[config.mk]
export PLATFORM = sky130hd
export DESIGN_NAME = usb_tx_seq
export DESIGN_NICKNAME = d
export VERILOG_FILES = /design/src/rtl/usb_pkg.sv /design/src/rtl/bit_stuff_ctr.sv /design/src/rtl/usb_tx_seq.sv
export SDC_FILE = /design/constraint.sdc
export NUM_CORES = 1
export LEC_CHECK = 0
export ABC_AREA = 1
export CAP_MARGIN = 20
export CORE_UTILIZATION = 35
export DETAILED_ROUTE_END_ITERATION = 8
export GPL_ROUTABILITY_DRIVEN = 0
export SLEW_MARGIN = 20
export SYNTH_ARGS = -nofsm -noshare
export SYNTH_HDL_FRONTEND = slang
export SYNTH_SLANG_ARGS = --single-unit
[constraint.sdc]
create_clock -name clk -period 1.85 [get_ports clk]
set_input_delay 0.37 -clock clk [delete_from_list [all_inputs] [get_ports clk]]
set_output_delay 0.37 -clock clk [all_outputs]
set_load 0.02 [all_outputs]
[src/rtl/usb_pkg.sv]
// Shared USB transmit types and defaults.
// Used by the TX sequencer and its bit-stuff counter.
package usb_pkg;

  localparam logic [7:0] SYNC_PAT_DEF  = 8'h80;
  localparam int         STUFF_LEN_DEF = 6;

  typedef enum logic [2:0] {
    IDLE,
    SYNC,
    DATA,
    STUFF,
    EOP_SE0,
    EOP_J
  } tx_state_t;

endpackage

[src/rtl/bit_stuff_ctr.sv]
// Consecutive-ones counter and stuff-bit decision.
// stuff_req flags the bit that completes a run of STUFF_LEN ones.
module bit_stuff_ctr
  import usb_pkg::*;
#(
  parameter int STUFF_LEN = STUFF_LEN_DEF
) (
  input  logic clk,
  input  logic rst,
  input  logic emit,
  input  logic bit_in,
  output logic stuff_req
);

  localparam int CW = $clog2(STUFF_LEN + 1);

  logic [CW-1:0] ones;

  assign stuff_req = emit && bit_in &&
                     (ones == CW'(STUFF_LEN - 1));

  always_ff @(posedge clk) begin
    if (rst) begin
      ones <= '0;
    end else if (!emit || !bit_in || stuff_req) begin
      ones <= '0;
    end else begin
      ones <= ones + CW'(1);
    end
  end

endmodule

[src/rtl/usb_tx_seq.sv]
// USB packet transmit sequencer: SYNC, data, bit stuffing, EOP.
// All outputs are registered from the next-state context.
module usb_tx_seq
  import usb_pkg::*;
#(
  parameter logic [7:0] SYNC_PAT  = SYNC_PAT_DEF,
  parameter int         STUFF_LEN = STUFF_LEN_DEF
) (
  input  logic       clk,
  input  logic       rst,
  input  logic       start,
  input  logic [7:0] byte_data,
  input  logic       byte_valid,
  input  logic       byte_last,
  output logic       byte_ready,
  output logic       bit_out,
  output logic       bit_valid,
  output logic       se0,
  output logic       tx_active,
  output logic       underrun
);

  tx_state_t  state;
  tx_state_t  ret;
  logic [7:0] sh;
  logic [2:0] bcnt;
  logic       last;

  tx_state_t  ns;
  tx_state_t  nret;
  logic [7:0] nsh;
  logic [2:0] ncnt;
  logic       nlast;
  logic       nur;

  logic       stuff_req;

  bit_stuff_ctr #(
    .STUFF_LEN(STUFF_LEN)
  ) u_stuff (
    .clk      (clk),
    .rst      (rst),
    .emit     (bit_valid),
    .bit_in   (bit_out),
    .stuff_req(stuff_req)
  );

  // The context after a bit is settled before any stuff bit,
  // so STUFF only has to resume at ret with sh/bcnt as stored.
  always_comb begin
    ns    = state;
    nret  = ret;
    nsh   = sh;
    ncnt  = bcnt;
    nlast = last;
    nur   = 1'b0;
    unique case (state)
      IDLE: begin
        if (start) begin
          ns    = SYNC;
          nsh   = SYNC_PAT;
          ncnt  = 3'd0;
          nlast = 1'b0;
        end
      end
      SYNC, DATA: begin
        if (bcnt != 3'd7) begin
          nsh  = sh >> 1;
          ncnt = bcnt + 3'd1;
        end else if (state == DATA && last) begin
          ns   = EOP_SE0;
          ncnt = 3'd0;
        end else if (byte_valid) begin
          ns    = DATA;
          nsh   = byte_data;
          ncnt  = 3'd0;
          nlast = byte_last;
        end else begin
          ns   = EOP_SE0;
          ncnt = 3'd0;
          nur  = 1'b1;
        end
        if (stuff_req && !nur) begin
          nret = ns;
          ns   = STUFF;
        end
      end
      STUFF: begin
        ns = ret;
      end
      EOP_SE0: begin
        if (bcnt == 3'd0) begin
          ncnt = 3'd1;
        end else begin
          ns = EOP_J;
        end
      end
      EOP_J: begin
        ns = IDLE;
      end
      default: begin
        ns = IDLE;
      end
    endcase
  end

  always_ff @(posedge clk) begin
    if (rst) begin
      state      <= IDLE;
      ret        <= IDLE;
      sh         <= '0;
      bcnt       <= '0;
      last       <= 1'b0;
      byte_ready <= 1'b0;
      bit_out    <= 1'b1;
      bit_valid  <= 1'b0;
      se0        <= 1'b0;
      tx_active  <= 1'b0;
      underrun   <= 1'b0;
    end else begin
      state     <= ns;
      ret       <= nret;
      sh        <= nsh;
      bcnt      <= ncnt;
      last      <= nlast;
      underrun  <= nur;
      se0       <= (ns == EOP_SE0);
      tx_active <= (ns != IDLE);
      bit_valid <= (ns == SYNC) || (ns == DATA) ||
                   (ns == STUFF);
      if (ns == STUFF) begin
        bit_out <= 1'b0;
      end else if (ns == SYNC || ns == DATA) begin
        bit_out <= nsh[0];
      end else begin
        bit_out <= 1'b1;
      end
      byte_ready <= (ncnt == 3'd7) &&
                    ((ns == SYNC) || (ns == DATA && !nlast));
    end
  end

endmodule

==> results of run 1 <==
-- layer usage --
layer | routed length, um | vias to the layer above | GRT usage
met1 | 1628 | 539 | 0.2366
met2 | 1254 | 12 | 0.2174
li1 | - | 666 | -
met3 | 60 | 2 | 0.02641
met5 | 0 | - | 0
met4 | 25 | 0 | 0.03333
-- what timing repair did --
action | CTS | global route
setup endpoints to repair | 0 | 7
setup buffers | 0 | 0
gates resized for setup | 0 | 1
-- power by group through the flow --
stage	combinational (uW)	clock (uW)	sequential, uW
CTS	146	342	605
finish	147	334	605
floorplan	82.1	0	624
global route	164	372	608
global placement	147	0	619
detailed placement	146	0	619
-- critical path, cell delays in order, from the launching register on --
cell     delay (ps)
dfxtp_1         370
ha_1            170
ha_2            250
inv_2            80
nor2_4          120
nand2_4          80
nand3_4          90
nand3_2         120
nor2_1          120
nand2_1          70
a21oi_2         140
-- placed cells by master, fill, tap and decap left out, drive strengths merged --
cell / synthesis / routed
a21oi: 7 / 7
a31oi: 7 / 7
buf: 2 / 5
clkbuf: 1 / 4
clkdlybuf4s50: 0 / 18
dfxtp: 27 / 27
ha: 5 / 5
inv: 24 / 24
nand2: 54 / 54
nand3: 27 / 27
nand3b: 1 / 1
nand4: 1 / 1
nor2: 20 / 20
nor3: 1 / 1
nor4: 1 / 1
o211ai: 1 / 1
o21ai: 9 / 9
xnor2: 1 / 1
-- cell usage after synthesis (3+ instances only) --
cell type	count
inv_1	19
a31oi_1	7
nand2_1	48
nor2_2	3
ha_1	5
nor2_4	3
nor2_1	14
nand2_4	3
nand3_1	25
o21ai_0	7
inv_2	5
nand2_2	3
a21oi_1	6
dfxtp_1	27
-- final cells by class --
cell class / count / area (um^2) / area share
flip-flops and latches: 27 / 540.5 / 0.3214
clock buffers: 4 / 45.04 / 0.02679
multi-input cells: 135 / 728.2 / 0.4330
inverters: 24 / 90.09 / 0.05357
repair buffers: 23 / 217.7 / 0.1295
well taps: 48 / 60.06 / 0.03571
-- sequential cells by signal (all words and copies together), names as in the netlist --
register / flops
ret: 3
sh: 8
underrun: 1
state: 3
last: 1
bcnt: 3
bit_out: 1
se0: 1
u_stuff.ones: 3
byte_ready: 1
bit_valid: 1
tx_active: 1
-- worst paths after layout --
path | from | slack (ps) | end
max | bcnt[1]$_SDFF_PP0_ | 170 | byte_ready$_SDFF_PP0_
min | ret[1]$_SDFFE_PP0P_ | 460 | ret[1]$_SDFFE_PP0P_
max reg2reg | bcnt[1]$_SDFF_PP0_ | 170 | byte_ready$_SDFF_PP0_
min reg2reg | ret[1]$_SDFFE_PP0P_ | 460 | ret[1]$_SDFFE_PP0P_
-- cells by family after synthesis --
| group | after synthesis | synth area share |
|---|---|---|
| compound gates | 24 | 0.1007 |
| flops | 27 | 0.3920 |
| buf+inv | 27 | 0.08167 |
| simple gates | 105 | 0.3739 |
| fa+ha+maj | 5 | 0.04537 |
| xor+xnor | 1 | 0.006353 |
-- per-stage QoR --
| step | utilization | power [uW] | cells | instance area, um^2 |
|---|---|---|---|---|
| floorplan | - | 706.4 | 189 | 1379 |
| global placement | 0.4397 | 765.7 | 257 | 1634 |
| detailed placement | 0.4397 | 764.5 | 257 | 1634 |
| CTS | 0.4519 | 1093 | 261 | 1679 |
| global route | 0.4525 | 1144 | 261 | 1682 |
| finish | 0.4525 | 1086 | 261 | 1682 |
==> impl_metrics.env, run 1 <==
export IMPL_status="finished, final reports clean"
export IMPL_core_area_um2=3716
export IMPL_rsz0062_at_grt="false"
export IMPL_cp_max_fo=6
export IMPL_dr_first_iter_drc_count=59
export IMPL_antenna_found_initial=0
export IMPL_post_place_ws_ps=9.998
export IMPL_hold_slack_ps=455.4
export IMPL_synth_area_top_cells="dfxtp_1 39%, nand2_1 13%, nand3_1 9.1%"
export IMPL_peakVddDrop_mv=0.3309
export IMPL_wirelength_um=2968
export IMPL_grt_max_degree=15
export IMPL_cts_made_buffers=3
export IMPL_cp_arrival_ps=1890
export IMPL_clk_path_buf_depth=2
export IMPL_drc_errors=0
export IMPL_synth_seq_cells=27
export IMPL_dp_hpwl_um=2246
export IMPL_min_period_ps=1677
export IMPL_via_count=1219
export IMPL_grt_ovfl_total=0
export IMPL_power_density_nw_per_um2=646.0
export IMPL_end_kind="flop"
export IMPL_rows=22
export IMPL_syn_nets=207
export IMPL_crit_type="flop to flop"
export IMPL_grt_use_total=0.1534
export IMPL_power_share_switching=0.2530
export IMPL_p_seq_frac=0.557
export IMPL_p_int_uw=811.5
export IMPL_firstDrtPassIters=4
export IMPL_cp_data_required_time_ps=2060
export IMPL_yosys_warnings=0
export IMPL_synth_distinct_cells=28
export IMPL_cts_tree="done"
export IMPL_p_switching_uw=274.9
export IMPL_period_share=0.9066
export IMPL_drv_cap=0
export IMPL_grt_pass1_wl_um=5043
export IMPL_synthArstFlopShare=0
export IMPL_ant_nets=0
export IMPL_clock_latency_ps=270
export IMPL_finalWorstSetupSlack_ps=172.7
export IMPL_clkSinkCount=27
export IMPL_dieArea_um2=4195
export IMPL_synth_edff_count=0
export IMPL_avgSynthCellArea_um2=7.295
export IMPL_worst_pin_slew_ps=329.1
export IMPL_initial_core_util=0.3710
export IMPL_cts_hold_buf=0
export IMPL_drt_wirelength_per_cell_um=11.37
export IMPL_hold_viol=0
export IMPL_viasPerCell=4.670
export IMPL_syn_to_final_growth_pct=21.96
export IMPL_synthCells=189
export IMPL_syn_area_um2=1379
export IMPL_ys_flop_type="dfxtp_1"
export IMPL_drive_above_1_share=0.1408
export IMPL_fmax_mhz=596.2
export IMPL_diodes=0
export IMPL_clockPowerShare=0.308
export IMPL_hold_path_cell_count=2
export IMPL_slew_headroom=0.7801
export IMPL_fin_nets=232
export IMPL_portBuffers=18
export IMPL_drv_slew=0
export IMPL_yosysSeqAreaShare=0.3920
export IMPL_clk_pin_slew_ps=90
export IMPL_pwr_share_comb=0.135
export IMPL_tns_ps=0
export IMPL_synth_top_area_share=0.3920
export IMPL_hold_path_class="flop to flop"
export IMPL_finalSetupViolCount=0
export IMPL_dieHeight_um=64.77
export IMPL_root_buffer="clkbuf_8"
export IMPL_io_pins=19
export IMPL_die_w_um=64.77
export IMPL_rr_worst_depth=10
export IMPL_h_tree_depth=1
export IMPL_nFillCells=382
export IMPL_yosys_area_top_type="dfxtp_1"
export IMPL_power_leakage_uw=0.0007089
export IMPL_skew_ps=3.419
export IMPL_crit_path_start_kind="flop"
export IMPL_grt_pass1_vias=1056
Power figures use the tool's default switching activity.
==> run 2: changes to the inputs <==
- GPL_ROUTABILITY_DRIVEN: 0 -> 1
- HOLD_SLACK_MARGIN: default -> 0.12
==> results of run 2 <==
Final layout, timing and power as in run 1 (identical DEF).
